**src/rtl/drum_pkg.sv**
```systemverilog
// Shared types and widths for the drum iteration scheduler.
// Centre-node amplitudes are signed 1.17 fixed point: 1 sign/integer bit, 17 fraction bits.
package drum_pkg;

  localparam int NODE_W = 18;
  localparam int CNT_W  = 16;

  typedef enum logic [2:0] {
    S_IDLE,
    S_COL_RST,
    S_WAIT_INIT,
    S_WAIT_TICK,
    S_ISSUE,
    S_GUARD,
    S_RUN,
    S_EMIT
  } state_t;

  // Increment that sticks at all-ones instead of wrapping.
  function automatic logic [CNT_W-1:0] sat_inc(input logic [CNT_W-1:0] v);
    return (&v) ? v : v + CNT_W'(1);
  endfunction

endpackage

```
**src/rtl/drum_iteration_scheduler_if.sv**
```systemverilog
// Column-array broadcast/done bus plus the audio valid/ready stream.
// master = scheduler side, slave = column array / audio FIFO side.
interface drum_iteration_scheduler_if
  import drum_pkg::*;
#(
  parameter int NUM_COLS = 32
) ();

  logic                     col_reset;
  logic                     iteration_enable;
  logic [NUM_COLS-1:0]      col_done;
  logic signed [NODE_W-1:0] center_node_in;
  logic signed [NODE_W-1:0] audio_data;
  logic                     audio_valid;
  logic                     audio_ready;

  modport master (
    output col_reset,
    output iteration_enable,
    input  col_done,
    input  center_node_in,
    output audio_data,
    output audio_valid,
    input  audio_ready
  );

  modport slave (
    input  col_reset,
    input  iteration_enable,
    output col_done,
    output center_node_in,
    input  audio_data,
    input  audio_valid,
    output audio_ready
  );

endinterface

```
**src/rtl/drum_iteration_scheduler_step_timer.sv**
```systemverilog
// Per-step cycle counter with last/worst-case capture and watchdog compare.
// The counter restarts at 1 on the enable cycle so a finished step reports
// the distance from iteration_enable to the cycle all columns were done.
module drum_iteration_scheduler_step_timer
  import drum_pkg::*;
#(
  parameter logic [CNT_W-1:0] TIMEOUT = 16'd4000
) (
  input  logic             clk,
  input  logic             reset,
  input  logic             clear,
  input  logic             enable,
  input  logic             latch,
  input  logic             clear_max,
  output logic [CNT_W-1:0] count,
  output logic [CNT_W-1:0] step_cycles,
  output logic [CNT_W-1:0] max_step_cycles,
  output logic             timeout_hit
);

  // Running step counter, saturating so it never wraps past the watchdog.
  always_ff @(posedge clk) begin
    if (reset) begin
      count <= '0;
    end else if (clear) begin
      count <= CNT_W'(1);
    end else if (enable) begin
      count <= sat_inc(count);
    end
  end

  // Capture the finished step and track the worst case since reset/reinit.
  always_ff @(posedge clk) begin
    if (reset) begin
      step_cycles     <= '0;
      max_step_cycles <= '0;
    end else begin
      if (latch) begin
        step_cycles <= count;
      end
      if (clear_max) begin
        max_step_cycles <= '0;
      end else if (latch && (count > max_step_cycles)) begin
        max_step_cycles <= count;
      end
    end
  end

  assign timeout_hit = (count >= TIMEOUT);

endmodule

```
**src/rtl/drum_iteration_scheduler.sv**
```systemverilog
// Sequences one drum time step per audio sample across the column array:
// re-init, broadcast enable, wait for all columns, hand the centre amplitude
// to the audio path, and keep step timing / overrun / watchdog status.
module drum_iteration_scheduler
  import drum_pkg::*;
#(
  parameter int               NUM_COLS     = 32,
  parameter int               RESET_CYCLES = 4,
  parameter logic [CNT_W-1:0] TIMEOUT      = 16'd4000,
  parameter int               GUARD_CYCLES = 2
) (
  input  logic             clk,
  input  logic             reset,
  input  logic             start,
  input  logic             reinit,
  input  logic             sample_tick,
  drum_iteration_scheduler_if.master bus,
  output logic [CNT_W-1:0] step_cycles,
  output logic [CNT_W-1:0] max_step_cycles,
  output logic [CNT_W-1:0] overrun_count,
  output logic             timeout_err
);

  localparam int RC_W = (RESET_CYCLES > 1) ? $clog2(RESET_CYCLES) : 1;
  localparam logic [RC_W-1:0] RC_LAST = RC_W'(RESET_CYCLES - 1);

  state_t                   state;
  state_t                   state_nxt;
  logic [RC_W-1:0]          rst_cnt;
  logic [NUM_COLS-1:0]      done_vec;
  logic                     all_done;
  logic                     abort;
  logic                     in_step;
  logic                     step_done;
  logic                     step_timeout;
  logic                     guard_over;
  logic [CNT_W-1:0]         cnt;
  logic                     timeout_hit;
  logic                     col_reset;
  logic                     iteration_enable;
  logic                     audio_valid;
  logic signed [NODE_W-1:0] audio_data;

  assign done_vec = bus.col_done;
  assign all_done = &done_vec;

  // reinit is ignored while idle; everywhere else it aborts the step.
  assign abort      = reinit && (state != S_IDLE);
  assign in_step    = (state == S_ISSUE) || (state == S_GUARD) ||
                      (state == S_RUN)   || (state == S_EMIT);
  assign step_done  = (state == S_RUN) && all_done && !abort;
  // Done on the same cycle as the watchdog limit still counts as a finished step.
  assign step_timeout = (state == S_RUN) && !all_done && timeout_hit && !abort;
  // The timer counts from 1 at the enable, so it doubles as the guard counter.
  assign guard_over = (cnt >= CNT_W'(GUARD_CYCLES));

  drum_iteration_scheduler_step_timer #(
    .TIMEOUT (TIMEOUT)
  ) u_step_timer (
    .clk             (clk),
    .reset           (reset),
    .clear           (state == S_ISSUE),
    .enable          ((state == S_GUARD) || (state == S_RUN)),
    .latch           (step_done),
    .clear_max       (abort),
    .count           (cnt),
    .step_cycles     (step_cycles),
    .max_step_cycles (max_step_cycles),
    .timeout_hit     (timeout_hit)
  );

  // State register.
  always_ff @(posedge clk) begin
    if (reset) begin
      state <= S_IDLE;
    end else begin
      state <= state_nxt;
    end
  end

  // Next-state and Moore outputs; reinit overrides every transition.
  always_comb begin
    state_nxt        = state;
    col_reset        = 1'b0;
    iteration_enable = 1'b0;
    audio_valid      = 1'b0;
    case (state)
      S_IDLE: begin
        col_reset = 1'b1;
        if (start) state_nxt = S_COL_RST;
      end
      S_COL_RST: begin
        col_reset = 1'b1;
        if (rst_cnt == RC_LAST) state_nxt = S_WAIT_INIT;
      end
      S_WAIT_INIT: begin
        if (all_done) state_nxt = S_WAIT_TICK;
      end
      S_WAIT_TICK: begin
        if (!start)           state_nxt = S_IDLE;
        else if (sample_tick) state_nxt = S_ISSUE;
      end
      S_ISSUE: begin
        iteration_enable = 1'b1;
        state_nxt        = S_GUARD;
      end
      S_GUARD: begin
        if (guard_over) state_nxt = S_RUN;
      end
      S_RUN: begin
        if (all_done)         state_nxt = S_EMIT;
        else if (timeout_hit) state_nxt = S_COL_RST;
      end
      S_EMIT: begin
        audio_valid = 1'b1;
        if (bus.audio_ready) state_nxt = start ? S_WAIT_TICK : S_IDLE;
      end
      default: state_nxt = S_IDLE;
    endcase
    if (abort) state_nxt = S_COL_RST;
  end

  // Column reset hold counter; restarts on every entry to COL_RST, including reinit within it.
  always_ff @(posedge clk) begin
    if (reset || (state != S_COL_RST) || abort) begin
      rst_cnt <= '0;
    end else if (rst_cnt != RC_LAST) begin
      rst_cnt <= rst_cnt + RC_W'(1);
    end
  end

  // Missed sample ticks while a step is in flight; reinit clears and wins over a same-cycle tick.
  always_ff @(posedge clk) begin
    if (reset || abort) begin
      overrun_count <= '0;
    end else if (sample_tick && in_step) begin
      overrun_count <= sat_inc(overrun_count);
    end
  end

  // Sticky watchdog flag, cleared only by reset or reinit.
  always_ff @(posedge clk) begin
    if (reset || abort) begin
      timeout_err <= 1'b0;
    end else if (step_timeout) begin
      timeout_err <= 1'b1;
    end
  end

  // Centre amplitude capture; only written in RUN so it holds through EMIT.
  always_ff @(posedge clk) begin
    if (reset) begin
      audio_data <= '0;
    end else if (step_done) begin
      audio_data <= bus.center_node_in;
    end
  end

  assign bus.col_reset        = col_reset;
  assign bus.iteration_enable = iteration_enable;
  assign bus.audio_valid      = audio_valid;
  assign bus.audio_data       = audio_data;

endmodule

```
**src/flat_wrapper.sv**
```systemverilog
// flat-port wrapper written by rule: the top's interface ports become plain ports
module drum_iteration_scheduler_flat import drum_pkg::*;
#(
  parameter int               NUM_COLS     = 32,
  parameter int               RESET_CYCLES = 4,
  parameter logic [CNT_W-1:0] TIMEOUT      = 16'd4000,
  parameter int               GUARD_CYCLES = 2
)
  (clk, reset, start, reinit, sample_tick, step_cycles, max_step_cycles, overrun_count, timeout_err, bus_col_reset, bus_iteration_enable, bus_col_done, bus_center_node_in, bus_audio_data, bus_audio_valid, bus_audio_ready);
  drum_iteration_scheduler_if #(.NUM_COLS(NUM_COLS)) bus_i ();
  input  logic clk;
  input  logic reset;
  input  logic start;
  input  logic reinit;
  input  logic sample_tick;
  output logic [CNT_W-1:0] step_cycles;
  output logic [CNT_W-1:0] max_step_cycles;
  output logic [CNT_W-1:0] overrun_count;
  output logic timeout_err;
  output wire logic [$bits(bus_i.col_reset)-1:0] bus_col_reset;
  output wire logic [$bits(bus_i.iteration_enable)-1:0] bus_iteration_enable;
  input wire logic [$bits(bus_i.col_done)-1:0] bus_col_done;
  input wire logic [$bits(bus_i.center_node_in)-1:0] bus_center_node_in;
  output wire logic [$bits(bus_i.audio_data)-1:0] bus_audio_data;
  output wire logic [$bits(bus_i.audio_valid)-1:0] bus_audio_valid;
  input wire logic [$bits(bus_i.audio_ready)-1:0] bus_audio_ready;
  assign bus_col_reset = bus_i.col_reset;
  assign bus_iteration_enable = bus_i.iteration_enable;
  assign bus_i.col_done = bus_col_done;
  assign bus_i.center_node_in = bus_center_node_in;
  assign bus_audio_data = bus_i.audio_data;
  assign bus_audio_valid = bus_i.audio_valid;
  assign bus_i.audio_ready = bus_audio_ready;
  drum_iteration_scheduler #(.NUM_COLS(NUM_COLS), .RESET_CYCLES(RESET_CYCLES), .TIMEOUT(TIMEOUT), .GUARD_CYCLES(GUARD_CYCLES)) u_core (.clk(clk), .reset(reset), .start(start), .reinit(reinit), .sample_tick(sample_tick), .bus(bus_i), .step_cycles(step_cycles), .max_step_cycles(max_step_cycles), .overrun_count(overrun_count), .timeout_err(timeout_err));
endmodule
```
**config.mk**
```make
export PLATFORM = sky130hd
export DESIGN_NAME = drum_iteration_scheduler_flat
export DESIGN_NICKNAME = d
export VERILOG_FILES = /design/src/rtl/drum_pkg.sv /design/src/rtl/drum_iteration_scheduler_if.sv /design/src/rtl/drum_iteration_scheduler_step_timer.sv /design/src/rtl/drum_iteration_scheduler.sv /design/src/flat_wrapper.sv
export SDC_FILE = /design/constraint.sdc
export NUM_CORES = 1
export LEC_CHECK = 0
export CAP_MARGIN = 5
export CORE_MARGIN = 2
export CORE_UTILIZATION = 40
export DETAILED_ROUTE_END_ITERATION = 8
export PLACE_DENSITY_LB_ADDON = 0.3
export SYNTH_ARGS = -nofsm -noshare
export SYNTH_HDL_FRONTEND = slang
export SYNTH_SLANG_ARGS = --single-unit
```
**constraint.sdc**
```tcl
create_clock -name clk -period 5.75 [get_ports clk]
set_input_delay 1.15 -clock clk [delete_from_list [all_inputs] [get_ports clk]]
set_output_delay 1.15 -clock clk [all_outputs]
set_load 0.005 [all_outputs]
```
==> results of run 1 <==
## synthesized netlist by cell type (3+ instances only)
cell type / n / area share, %
xnor2_1: 13 / 2.7
o21ai_0: 11 / 1.3
nor2_1: 40 / 3.5
nor4_1: 7 / 1.0
and3_1: 4 / 0.58
a21o_1: 3 / 0.53
nand2_1: 93 / 8.2
o31ai_1: 16 / 2.8
xor2_1: 10 / 2.0
a31oi_1: 4 / 0.58
clkbuf_8: 6 / 1.9
nand3_1: 25 / 2.9
inv_1: 28 / 2.5
or3_1: 6 / 0.88
a211oi_1: 5 / 0.88
and4_1: 3 / 0.61
or2_2: 3 / 0.44
a21oi_1: 50 / 5.8
nand4_1: 19 / 2.8
clkbuf_1: 13 / 1.1
mux2i_1: 4 / 0.94
dfxtp_1: 88 / 41
nor3_1: 5 / 0.58
nand2b_1: 3 / 0.44
ha_1: 20 / 5.8
buf_4: 4 / 0.70
buf_2: 6 / 0.70
## routing by layer
| layer | up-vias | global-route usage, % | routed length [um] |
|---|---|---|---|
| li1 | 2026 | - | - |
| met1 | 1872 | 24.1 | 4860 |
| met2 | 94 | 31.9 | 5280 |
| met3 | 14 | 5.21 | 598 |
| met4 | 0 | 5.68 | 165 |
| met5 | - | 0 | 0 |
## report_power, final
group / total, mW / internal [mW] / switching, mW / leakage [nW]
logic: 0.182 / 0.0894 / 0.0929 / 1.14
registers: 0.651 / 0.621 / 0.0307 / 0.709
clock network: 0.395 / 0.169 / 0.226 / 0.0850
total: 1.23 / 0.879 / 0.350 / 1.93
## flip-flops by register name, summed over array words and instances (netlist names)
register	cells
u_core.state	3
u_core.u_step_timer.step_cycles	16
u_core.timeout_err	1
u_core.overrun_count	16
u_core.rst_cnt	2
u_core.u_step_timer.count	16
u_core.bus.audio_data	18
u_core.u_step_timer.max_step_cycles	16
## per-stage QoR
stage / worst slack [ns] / instance area, um2 / util (%) / cells
2_1_floorplan: 3.14 / 4280 / - / 519
3_3_place_gp: 2.51 / 5520 / 53.2 / 753
3_5_place_dp: 2.43 / 5520 / 53.2 / 753
4_1_cts: 2.53 / 5690 / 54.9 / 768
5_1_grt: 2.41 / 5690 / 54.9 / 768
6_report: 2.54 / 5690 / 54.9 / 768
## worst max-delay path: stages, from the launching register on
cell,delay (ns)
dfxtp_1,0.64
inv_1,0.16
nor3_1,0.29
clkdlybuf4s50_1,0.61
## cell families (layout without fill, tap and decap cells)
| logic type | count (synthesis) | count (layout) | share of synthesized area, % |
|---|---|---|---|
| and+or+nand+nor | 225 | 225 | 25.4 |
| muxes | 4 | 4 | 0.936 |
| adders and majority gates | 20 | 20 | 5.85 |
| AOI/OAI and AO/OA | 100 | 100 | 14.4 |
| DFF | 88 | 88 | 41.2 |
| xor gates and xnor gates | 23 | 23 | 4.71 |
| buffers and inverters | 59 | 172 | 7.46 |
## cell type report
type                       instances  area, um2  area share (%)
tap                              136        170            2.99
clock buffer                      10        138            2.42
clock inverter                     5       41.3           0.725
multi-input combinational        372       2200            38.6
inverter                          28        105            1.85
sequential                        88       1760            30.9
timing repair buffer             129       1280            22.5
## final timing paths
check                                     start                                      to  slack (ns)  depth (start not counted)
hold / removal         u_core.bus.audio_data[1]                u_core.bus.audio_data[1]        0.46                          2
setup reg to reg  u_core.u_step_timer.count[13]  u_core.u_step_timer.max_step_cycles[4]        3.15                          7
setup / recovery                u_core.state[2]                    bus_iteration_enable        2.54                          3
hold reg to reg        u_core.bus.audio_data[1]                u_core.bus.audio_data[1]        0.46                          2
==> flow_metrics.env, run 1 <==
export IMPL_run_status="finished clean"
export IMPL_slew_violations=0
export IMPL_grt_usage_pct=19.1
export IMPL_die_area_um2=11500
export IMPL_cts_setup_buffers=0
export IMPL_finalPower_mw=1.23
export IMPL_period_needed_ns=3.21
export IMPL_gp_congestion=0.879
export IMPL_cts_tree="done"
export IMPL_setup_violations=0
export IMPL_htreeDepth=3
export IMPL_syn_to_final_growth_pct=33.1
export IMPL_cp_start_kind="flip-flop"
export IMPL_cp_arrival_ns=2.06
export IMPL_synth_warnings=0
export IMPL_crit_path_end_kind="output pin"
export IMPL_route_detailed_drc=0
export IMPL_via_count=4006
export IMPL_dr_pass1_iters=4
export IMPL_ys_types=49
export IMPL_overflow=0
export IMPL_tns_ns=0
export IMPL_cts_root_buf="clkbuf_8"
export IMPL_slew_headroom_pct=55.8
export IMPL_holdWs_ns=0.457
export IMPL_avgSynthCellArea_um2=8.24
export IMPL_ys_ff_latch=88
export IMPL_dpl_hpwl_um=7980
export IMPL_hold_class="reg -> reg"
export IMPL_layout_drive_gt1_share_pct=5.22
export IMPL_grt_max_degree=40
export IMPL_vdd_ir_drop_worst_uv=133
export IMPL_postSynth_asyncResetShare_pct=0
export IMPL_crit_type="reg -> out"
export IMPL_antenna_found_initial=0
export IMPL_detail_route_iter0_violations=198
export IMPL_worst_pin_slew_ns=0.657
export IMPL_crit_required_ns=4.60
export IMPL_fin_crit_sh_pct=55.8
export IMPL_io_pins=126
export IMPL_ys_seq_area_share_pct=41.2
export IMPL_clkLatencyLatePin_ns=0.36
export IMPL_layout_common_cells="clkdlybuf4s50_1 (125), nand2_1 (93), dfxtp_1 (88)"
export IMPL_grt_pass1_vias=3813
export IMPL_antenna_cells=0
export IMPL_final_nets=704
export IMPL_start_util_pct=41.3
export IMPL_cap_viol_max_count=0
export IMPL_path_max_fanout=15
export IMPL_power_leakage_nw=1.93
export IMPL_netlist_instances=519
export IMPL_synth_edf_count=0
export IMPL_clk_pin_slew_ns=0.08
export IMPL_final_common_cell="clkdlybuf4s50_1"
export IMPL_syn_area_um2=4280
export IMPL_n_fill_cell=988
export IMPL_cts_resized=0
export IMPL_row_count=37
export IMPL_cts_path_max_buffers=2
export IMPL_power_density_nw_per_um2=216
export IMPL_detail_route_wl_per_cell_um=14.2
export IMPL_finalWirelength_um=10900
export IMPL_synthFlopType="dfxtp_1"
export IMPL_port_buffers=125
export IMPL_syn_num_nets=595
export IMPL_rsz0062_at_grt="no"
export IMPL_grt_pass1_wl_um=17900
export IMPL_numCtsBuffers=9
export IMPL_core_area_um2=10400
export IMPL_clkSinkCount=88
export IMPL_skew_ns=0.0124
export IMPL_antenna_left=0
export IMPL_hold_viol_final=0
export IMPL_cts_hold_buffers=0
export IMPL_die_x_um=107
export IMPL_vias_per_cell=5.22
export IMPL_die_y_um=107
export IMPL_fmax_mhz=312
(Power assumes the default switching activity.)
==> run 2, diff against run 1 <==
==> constraint.sdc (replaced) <==
create_clock -name clk -period 2.9 [get_ports clk]
set_input_delay 0.58 -clock clk [delete_from_list [all_inputs] [get_ports clk]]
set_output_delay 0.58 -clock clk [all_outputs]
set_load 0.005 [all_outputs]
==> run 2 against run 1 <==
Effect of this change: sequential power grew 98%; clock power up 100%; combinational power is 100% higher; total power up 100%; clock skew up 0.0023 ns; setup slack got worse by 2.3 ns; cell count up 0.78%; count of clock-buffer cells in the layout up 1; critical path type unchanged; critical endpoint unchanged.
==> flow_metrics.env, run 2 (synthesis results as in run 1) <==
export IMPL_run_status="finished clean"
export IMPL_fin_crit_sh_pct=92.6
export IMPL_grt_max_degree=37
export IMPL_overflow=0
export IMPL_hold_viol_final=0
export IMPL_htreeDepth=3
export IMPL_cts_hold_buffers=0
export IMPL_largest_reg_flops=18
export IMPL_grt_pass1_vias=3854
export IMPL_crit_path_end_kind="output pin"
export IMPL_detail_route_wl_per_cell_um=14.2
export IMPL_slew_headroom_pct=56.1
export IMPL_cp_start_kind="flip-flop"
export IMPL_numCtsBuffers=9
export IMPL_worst_pin_slew_ns=0.652
export IMPL_largest_register="u_core.bus.audio_data"
export IMPL_layout_common_cells="clkdlybuf4s50_1 (125), nand2_1 (93), dfxtp_1 (88)"
export IMPL_skew_ns=0.0146
export IMPL_dr_pass1_iters=4
export IMPL_postPlaceCellArea_um2=5570
export IMPL_antenna_cells=0
export IMPL_slew_violations=0
export IMPL_port_buffers=125
export IMPL_detail_route_iter0_violations=304
export IMPL_grt_usage_pct=19.2
export IMPL_place_ws_ns=0.231
export IMPL_io_pins=126
export IMPL_final_nets=709
export IMPL_syn_to_final_growth_pct=34.4
export IMPL_gp_congestion=0.850
export IMPL_finalWirelength_um=11000
export IMPL_route_detailed_drc=0
export IMPL_path_max_fanout=15
export IMPL_crit_type="reg -> out"
export IMPL_core_area_um2=10400
export IMPL_cts_path_max_buffers=2
export IMPL_antenna_found_initial=0
export IMPL_cap_viol_max_count=0
export IMPL_clkSinkCount=88
export IMPL_period_needed_ns=2.68
export IMPL_grt_pass1_wl_um=17900
export IMPL_design_area_um2=5750
export IMPL_rsz0062_at_grt="no"
export IMPL_cts_setup_buffers=0
export IMPL_postLayoutCoreUtil_pct=55.4
export IMPL_fmax_mhz=373
export IMPL_crit_required_ns=2.32
export IMPL_cp_arrival_ns=2.10
export IMPL_power_density_nw_per_um2=427
export IMPL_cts_tree="done"
export IMPL_vdd_ir_drop_worst_uv=243
export IMPL_cts_root_buf="clkbuf_8"
export IMPL_power_leakage_nw=1.97
export IMPL_antenna_left=0
export IMPL_layout_drive_gt1_share_pct=5.96
export IMPL_via_count=3990
export IMPL_row_count=37
export IMPL_dpl_hpwl_um=8090
export IMPL_die_x_um=107
export IMPL_die_y_um=107
export IMPL_clkLatencyLatePin_ns=0.37
export IMPL_vias_per_cell=5.16
export IMPL_tns_ns=0
export IMPL_clk_pin_slew_ns=0.10
export IMPL_setup_slack_ns=0.216
export IMPL_cts_resized=0
export IMPL_start_util_pct=41.3
export IMPL_final_common_cell="clkdlybuf4s50_1"
export IMPL_hold_class="reg -> reg"
export IMPL_setup_violations=0
export IMPL_die_area_um2=11500
## run 2: final timing paths
| check | cells after the start | slack, ns | end | from |
|---|---|---|---|---|
| worst min register to register | 2 | 0.46 | u_core.u_step_timer.step_cycles[12] | u_core.u_step_timer.step_cycles[12] |
| worst max-delay path | 3 | 0.22 | bus_iteration_enable | u_core.state[2] |
| worst min-delay path | 2 | 0.46 | u_core.u_step_timer.step_cycles[12] | u_core.u_step_timer.step_cycles[12] |
| worst max register to register | 7 | 0.58 | u_core.u_step_timer.max_step_cycles[14] | u_core.u_step_timer.count[7] |
## run 2: critical path: stages, from the launching register on
cell and delay (ns):
dfxtp_1 0.65, inv_1 0.17, nor3_1 0.33, clkdlybuf4s50_1 0.58
## run 2: final cells by class
cell class              instances  area, um2
fillers                       960       4620
multi-input cells             372       2200
flip-flops and latches         88       1760
repair buffers                134       1330
well taps                     136        170
clock buffers                  11        141
inverters                      28        105
clock inverters                 5       42.5
## run 2: stage by stage
stage | power, mW | instances | hold slack, ns
2_1_floorplan | 1.56 | 519 | 0.453
3_3_place_gp | 1.67 | 758 | 0.442
3_5_place_dp | 1.68 | 758 | 0.447
4_1_cts | 2.48 | 774 | 0.461
5_1_grt | 2.57 | 774 | 0.478
6_report | 2.45 | 774 | 0.458
## run 2: report_power, final
group          leakage, nW  internal, mW  total [mW]  switching (mW)
Clock               0.0897         0.341       0.795           0.454
Combinational         1.17         0.181       0.366           0.185
Sequential           0.709          1.23        1.29          0.0620
## run 2: per-layer routing
layer	routed length (um)	global-route usage, %	part of all wire, %	vias to the layer above
li1	-	-	-	2033
met1	4920	24.3	45	1828
met2	5210	31.1	47	114
met3	725	5.75	6.6	15
met4	158	6.96	1.4	0
met5	0	0	0	-
